[src/rtl/prog_loader.sv]
// rtl/prog_loader.sv - 8N1 UART program loader writing {opcode, operand} words to program memory
// Optional feature macro: LOADER_CHECKSUM_EN (trailing 8-bit checksum byte verified before DONE).
module prog_loader #(
  parameter int         CLKS_PER_BIT = 434,
  parameter int         ADDR_WIDTH   = 8,
  parameter logic [7:0] HEADER       = 8'hA5
) (
  input  logic                  clk,
  input  logic                  reset,
  input  logic                  rx,
  output logic                  prog_we,
  output logic [ADDR_WIDTH-1:0] prog_addr,
  output logic [15:0]           prog_data,
  output logic                  cpu_hold,
  output logic                  load_done,
  output logic                  load_err
);
  localparam int CW = $clog2(CLKS_PER_BIT);
  localparam logic [CW-1:0]         HALF_M1  = CW'(CLKS_PER_BIT / 2 - 1);
  localparam logic [CW-1:0]         FULL_M1  = CW'(CLKS_PER_BIT - 1);
  localparam logic [CW-1:0]         TMR_ONE  = CW'(1);
  localparam logic [ADDR_WIDTH:0]   WORD_ONE = (ADDR_WIDTH + 1)'(1);
  localparam logic [ADDR_WIDTH:0]   WORD_MAX = {1'b1, {ADDR_WIDTH{1'b0}}};
  localparam logic [ADDR_WIDTH-1:0] ADDR_ONE = ADDR_WIDTH'(1);

  // ---------------- UART receiver ----------------
  typedef enum logic [1:0] {RX_IDLE, RX_START, RX_DATA, RX_STOP} rx_state_t;
  rx_state_t     rx_state, rx_state_next;
  logic          rx_meta, rx_sync, rx_prev;
  logic [CW-1:0] bit_timer;
  logic [2:0]    bit_idx;
  logic [7:0]    rx_shift;
  logic          tick;
  logic          byte_valid, frame_err;

  always_ff @(posedge clk or posedge reset) begin
    if (reset) begin
      rx_meta <= 1'b1;
      rx_sync <= 1'b1;
      rx_prev <= 1'b1;
    end else begin
      rx_meta <= rx;
      rx_sync <= rx_meta;
      rx_prev <= rx_sync;
    end
  end

  // Start bit is checked at mid-bit; every later sample lands a full bit later.
  always_comb begin
    tick          = (rx_state == RX_START) ? (bit_timer == HALF_M1) : (bit_timer == FULL_M1);
    rx_state_next = rx_state;
    case (rx_state)
      RX_IDLE:  if (rx_prev && !rx_sync) rx_state_next = RX_START;
      RX_START: if (tick) rx_state_next = rx_sync ? RX_IDLE : RX_DATA;
      RX_DATA:  if (tick && bit_idx == 3'd7) rx_state_next = RX_STOP;
      RX_STOP:  if (tick) rx_state_next = RX_IDLE;
      default:  rx_state_next = RX_IDLE;
    endcase
  end

  always_ff @(posedge clk or posedge reset) begin
    if (reset) begin
      rx_state   <= RX_IDLE;
      bit_timer  <= '0;
      bit_idx    <= '0;
      rx_shift   <= '0;
      byte_valid <= 1'b0;
      frame_err  <= 1'b0;
    end else begin
      rx_state   <= rx_state_next;
      byte_valid <= 1'b0;
      frame_err  <= 1'b0;
      if (rx_state == RX_IDLE || tick) bit_timer <= '0;
      else bit_timer <= bit_timer + TMR_ONE;
      if (rx_state == RX_DATA && tick) begin
        rx_shift <= {rx_sync, rx_shift[7:1]};
        bit_idx  <= bit_idx + 3'd1;
      end
      if (rx_state == RX_STOP && tick) begin
        byte_valid <= rx_sync;
        frame_err  <= !rx_sync;
      end
    end
  end

  // ---------------- Load frame FSM ----------------
  typedef enum logic [2:0] {
    IDLE, WAIT_COUNT, RECV_HI, RECV_LO, WRITE, RECV_CSUM, DONE, ERROR
  } state_t;
  state_t              state, state_next;
  logic [ADDR_WIDTH:0] words_left;
  logic [7:0]          hi_byte;
  logic                start_load;
`ifdef LOADER_CHECKSUM_EN
  logic [7:0]          sum;
`endif

  always_comb begin
    state_next = state;
    start_load = (state inside {IDLE, DONE, ERROR}) && byte_valid && (rx_shift == HEADER);
    case (state)
      IDLE, DONE, ERROR: if (start_load) state_next = WAIT_COUNT;
      WAIT_COUNT: if (byte_valid) state_next = RECV_HI;
      RECV_HI:    if (byte_valid) state_next = RECV_LO;
      RECV_LO:    if (byte_valid) state_next = WRITE;
      WRITE: begin
        if (words_left != WORD_ONE) state_next = RECV_HI;
`ifdef LOADER_CHECKSUM_EN
        else state_next = RECV_CSUM;
`else
        else state_next = DONE;
`endif
      end
`ifdef LOADER_CHECKSUM_EN
      RECV_CSUM: if (byte_valid) state_next = (rx_shift == sum) ? DONE : ERROR;
`endif
      default: state_next = IDLE;
    endcase
    if (frame_err && !(state inside {IDLE, DONE, ERROR})) state_next = ERROR;
  end

  always_ff @(posedge clk or posedge reset) begin
    if (reset) begin
      state      <= IDLE;
      prog_we    <= 1'b0;
      prog_addr  <= '0;
      prog_data  <= '0;
      cpu_hold   <= 1'b0;
      load_done  <= 1'b0;
      load_err   <= 1'b0;
      words_left <= '0;
      hi_byte    <= '0;
`ifdef LOADER_CHECKSUM_EN
      sum        <= '0;
`endif
    end else begin
      state   <= state_next;
      prog_we <= (state == RECV_LO) && (state_next == WRITE);
      if (start_load) begin
        cpu_hold  <= 1'b1;
        load_done <= 1'b0;
        load_err  <= 1'b0;
        prog_addr <= '0;
      end
      // A COUNT byte of zero stands for a full memory image.
      if (state == WAIT_COUNT && byte_valid)
        words_left <= (rx_shift == 8'd0) ? WORD_MAX : (ADDR_WIDTH + 1)'(rx_shift);
      if (state == RECV_HI && byte_valid) hi_byte <= rx_shift;
      if (state == RECV_LO && byte_valid) prog_data <= {hi_byte, rx_shift};
      if (state == WRITE) begin
        prog_addr  <= prog_addr + ADDR_ONE;
        words_left <= words_left - WORD_ONE;
      end
      if (state_next == DONE && state != DONE) begin
        cpu_hold  <= 1'b0;
        load_done <= 1'b1;
      end
      if (state_next == ERROR && state != ERROR) load_err <= 1'b1;
`ifdef LOADER_CHECKSUM_EN
      if (start_load) sum <= '0;
      else if (byte_valid && (state inside {WAIT_COUNT, RECV_HI, RECV_LO})) sum <= sum + rx_shift;
`endif
    end
  end
endmodule

[config.mk]
export PLATFORM = sky130hd
export DESIGN_NAME = prog_loader
export DESIGN_NICKNAME = d
export VERILOG_FILES = /design/src/rtl/prog_loader.sv
export SDC_FILE = /design/constraint.sdc
export NUM_CORES = 1
export LEC_CHECK = 0
export ABC_AREA = 1
export ABC_CLOCK_PERIOD_IN_PS = 4700
export CORE_MARGIN = 3
export CORE_UTILIZATION = 30
export DETAILED_ROUTE_END_ITERATION = 7
export PLACE_DENSITY = 0.45
export SLEW_MARGIN = 25
export SYNTH_ARGS = -nofsm -noshare
export SYNTH_HDL_FRONTEND = slang
export SYNTH_SLANG_ARGS = --single-unit
[constraint.sdc]
create_clock -name clk -period 4.7 [get_ports clk]
set_clock_uncertainty 0.15 [all_clocks]
set_input_delay 0.94 -clock clk [delete_from_list [all_inputs] [get_ports clk]]
set_output_delay 0.94 -clock clk [all_outputs]
set_load 0.05 [all_outputs]
# Word level (Yosys, flattened, before mapping)
# Index checks and enable logic that the tools add are counted.
[word_totals]
ramBits = 0
mem_count = 0
romBits = 0
ff_bits = 75
output_inout_bits = 28
latchBits = 0
inputBits = 3
[classes]
reduce_logical = 26
div_mod_pow = 0
n_mux = 27
n_mul = 0
addsub = 4
n_eq_ne = 23
shift = 0
bitwise = 0
order_cmp = 0
[op_table]
columns = ["cell", "n"]
rows = [
  ["$mux 9", 4],
  ["$eq 3x3->1 const B", 7],
  ["$mux 3", 6],
  ["$mux 8", 2],
  ["$pmux 3 s5", 1],
  ["$logic_and 1x1->1", 13],
  ["$mux 2", 5],
  ["$add 9x1->9 const B", 1],
  ["$eq 9x8->1 const B", 1],
  ["$eq 9x9->1 const B", 1],
  ["$ne 9x1->1 const B", 1],
  ["$sub 9x1->9 const B", 1],
  ["$add 8x1->8 const B", 1],
  ["$eq 8x8->1 const B", 1],
  ["$logic_not 8->1", 1],
  ["$mux 1", 8],
  ["$ne 2x2->1 const B", 4],
  ["$pmux 2 s4", 1],
  ["$reduce_bool 2->1", 4],
  ["$eq 3x2->1 const B", 2],
  ["$ne 3x3->1 const B", 2],
  ["$eq 2x2->1 const B", 2],
  ["$reduce_and 4->1", 1],
  ["$add 3x1->3 const B", 1],
  ["8 further kinds", 9],
]

# Depth between registers and ports, before layout
[logic_depth]
ltp_word = 10
ltp_mapped = 11
ltp_nobuf = 11

# Worst setup path after synthesis
# OpenSTA, ideal clock, no wires.
[synth_timing]
path_type = "reg2out"
startpoint = "register prog_addr[0]"
endpoint = "output port prog_addr[0]"
slack_ns = 2.963
path_stages_with_launch = 1
required_ns = 3.610
path_buffers = 0
arrival_ns = 0.647
cell_sequence = "dfrtp_1"
[synth_lines]
columns = ["item", "line", "source"]
rows = [
  ["start, declared", "12", "output logic [ADDR_WIDTH-1:0] prog_addr,"],
  ["start signal, assigned", "151", "prog_addr <= prog_addr + ADDR_ONE;"],
]
# No word-level cell between the ends.

# Worst setup path in the final report
[layout_timing]
startpoint = "register prog_addr[5]"
endpoint = "output port prog_addr[5]"
# No word-level cell between the ends.

==> results.sh <==
export IMPL_status="finished, final reports clean"
export IMPL_worst_slew_pin_slew_ns=0.878
export IMPL_htree_levels=3
export IMPL_wl_per_cell_um=13.2
export IMPL_syn_to_final_growth_pct=21.0
export IMPL_path_buf_inv=1
export IMPL_cts_root_buf="clkbuf_16"
export IMPL_clkTransAtPathRegs_ns=0.06
export IMPL_synthMuxAreaShare_pct=0
export IMPL_grtUsageMet3_pct=3.29
export IMPL_synth_main_ff_cell="dfrtp_1"
export IMPL_grt_max_degree=39
export IMPL_start_util_pct=31.1
export IMPL_fin_crit_sh_pct=56.4
export IMPL_powerDensity_nw_per_um2=368
export IMPL_synth_xor_area_share_pct=1.03
export IMPL_hold_viol_final=0
export IMPL_slowest_stage="clkdlybuf4s50_1"
export IMPL_crit_arrival_ns=1.56
export IMPL_slowest_delay_ns=0.83
export IMPL_seq_area_um2=1880
export IMPL_ant_nets=0
export IMPL_insertedDiodeCount=0
export IMPL_finalCriticalPeriod_ns=2.65
export IMPL_placed_cell_area_um2=3850
export IMPL_post_cts_setup_buffers=0
export IMPL_gp_congestion=0.780
export IMPL_final_area_um2=4130
export IMPL_ios=31
export IMPL_ys_types=40
export IMPL_die_w_um=113
export IMPL_grt_util_met2_pct=19.5
export IMPL_port_buffers=30
export IMPL_cp_max_fo=4
export IMPL_use_met1_pct=17.0
export IMPL_synth_simple_area_share_pct=23.3
export IMPL_crit_path_start_kind="flip-flop"
export IMPL_grt_pass1_vias=2616
export IMPL_cts_resized=0
export IMPL_dieArea_um2=12700
export IMPL_synth_top_family_by_area="simple AND/OR/NAND/NOR gates"
export IMPL_firstDrtPassIters=4
export IMPL_rsz0062_at_grt="false"
export IMPL_yosys_area_share_adder_pct=2.20
export IMPL_routed_via_count=2639
export IMPL_critPathTopFamily="buffers and inverters"
export IMPL_grt_pass1_wl_um=12900
export IMPL_wl_um=7440
export IMPL_setup_violations=0
export IMPL_drt_initial_drc_count=125
export IMPL_async_reset_ff_share_pct=100
export IMPL_slew_viol_final=0
export IMPL_timing_critical_path_required_ns=3.61
export IMPL_crit_type="flip-flop to primary output"
export IMPL_track_usage_pct=12.6
export IMPL_yosysSeqAreaShare_pct=55.1
export IMPL_drive_above_1_share_pct=8.53
export IMPL_multi_input_area_um2=1280
export IMPL_max_cap_violations=0
export IMPL_synth_cells=383
export IMPL_synth_compound_area_share_pct=11.1
export IMPL_p_leak_nw=1.91
export IMPL_drc_errors=0
export IMPL_clock_fmax_ghz=0.377
export IMPL_hold_class="flip-flop to flip-flop"
export IMPL_power_internal_mw=1.15
export IMPL_switching_share_pct=24.6
export IMPL_layout_commonest_cell="nand2_1"
export IMPL_cts_buffers=9
export IMPL_combPwrFrac_pct=8.6
export IMPL_fin_nets=426
export IMPL_setup_worst_path_end_class="primary output"
export IMPL_die_y_um=113
export IMPL_ctsLongestPathBuffers=2
export IMPL_top_usage_layer="met2"
export IMPL_pwr_share_seq_pct=47.7
export IMPL_peakVddDrop_mv=0.182
export IMPL_fin_setup_tns_ns=0
export IMPL_final_cell_mix="nand2_1 (85), dfrtp_1 (72), inv_1 (48)"
export IMPL_yosysWarnings=0
export IMPL_fillers=1164
export IMPL_core_area_um2=11000
export IMPL_synth_nets=392
export IMPL_antenna_found_initial=0
export IMPL_avgSynthCellArea_um2=8.91
export IMPL_clock_latency_ns=0.32
export IMPL_grt_overflow=0
export IMPL_crit_chain="clkdlybuf4s50_1"
export IMPL_synth_seq_cells=75
export IMPL_hold_buffers=0
export IMPL_cts_tree="done"
export IMPL_vias_per_cell=4.70
export IMPL_num_rows=38
export IMPL_synthesis_area_um2=3410
export IMPL_synth_edff_count=0
export IMPL_dp_hpwl_um=5190
export IMPL_clkSinkCount=75
export IMPL_power_switching_mw=0.374
export IMPL_slew_headroom_pct=41.4
export IMPL_power_frac_clock_pct=43.6
-- per-stage QoR --
stage	total power, mW	worst slack, ns	hold slack (ns)	util (%)	std cells
floorplan	0.836	1.70	0.195	-	383
global placement	0.867	2.18	0.196	35.0	546
detailed placement	0.872	2.17	0.204	35.0	546
CTS	1.55	2.03	0.214	37.6	562
global route	1.60	1.99	0.216	37.6	562
finish	1.52	2.05	0.208	37.6	562
-- layout make-up --
type | instances | area share, %
sequential | 75 | 45.6
clock inverter | 3 | 0.970
clock buffer | 13 | 5.82
tap | 140 | 4.24
timing repair buffer | 32 | 7.64
inverter | 51 | 4.64
multi-input combinational | 248 | 31.1
-- kinds of logic after synthesis --
| family | count (synthesis) |
|---|---|
| simple gates | 170 |
| flops | 75 |
| compound gates | 68 |
| buf+inv | 60 |
| fa+ha+maj | 6 |
| xor+xnor | 4 |
-- state kept, by name, summed over array words and instances (netlist names), 3 cells and up, named ones only --
signal and cells:
words_left 9, bit_timer 9, prog_data 16, rx_shift 8, state 3, prog_addr 8, hi_byte 8, bit_idx 3
-- Yosys cell counts, types with 5 or more instances --
master / number / area, um2
nand4_1: 5 / 31.3
a21oi_1: 6 / 30.0
dfrtp_1: 72 / 1800
nor2_1: 30 / 113
inv_1: 49 / 184
ha_1: 6 / 75.1
nor3_1: 9 / 45.0
nand2_1: 85 / 319
o21ai_0: 39 / 195
nand3_1: 22 / 110
o21ai_1: 8 / 40.0
-- power by group through the flow --
stage               logic (mW)  clock network, mW  registers (mW)
global route             0.156              0.711           0.733
detailed placement       0.134                  0           0.737
CTS                      0.135              0.688           0.726
global placement         0.130                  0           0.737
finish                   0.131              0.663           0.725
floorplan                0.109                  0           0.727
-- path summary, 6_finish.rpt --
path	start	endpoint	slack, ns	cells past startpoint
min in group asynchronous	reset	prog_addr[3]	0.95	2
hold reg to reg	rx_meta	rx_sync	0.21	0
setup / recovery	prog_addr[5]	prog_addr[5]	2.05	1
hold / removal	rx_meta	rx_sync	0.21	0
setup reg to reg	state[0]	cpu_hold	2.43	8
max in group asynchronous	reset	prog_data[2]	2.64	3
-- per-layer routing --
metal | up-vias | wire (um)
met5 | - | 0
met4 | 0 | 95
met3 | 8 | 396
met2 | 60 | 3400
met1 | 1253 | 3550
li1 | 1318 | -
Power figures use the tool's default switching activity.
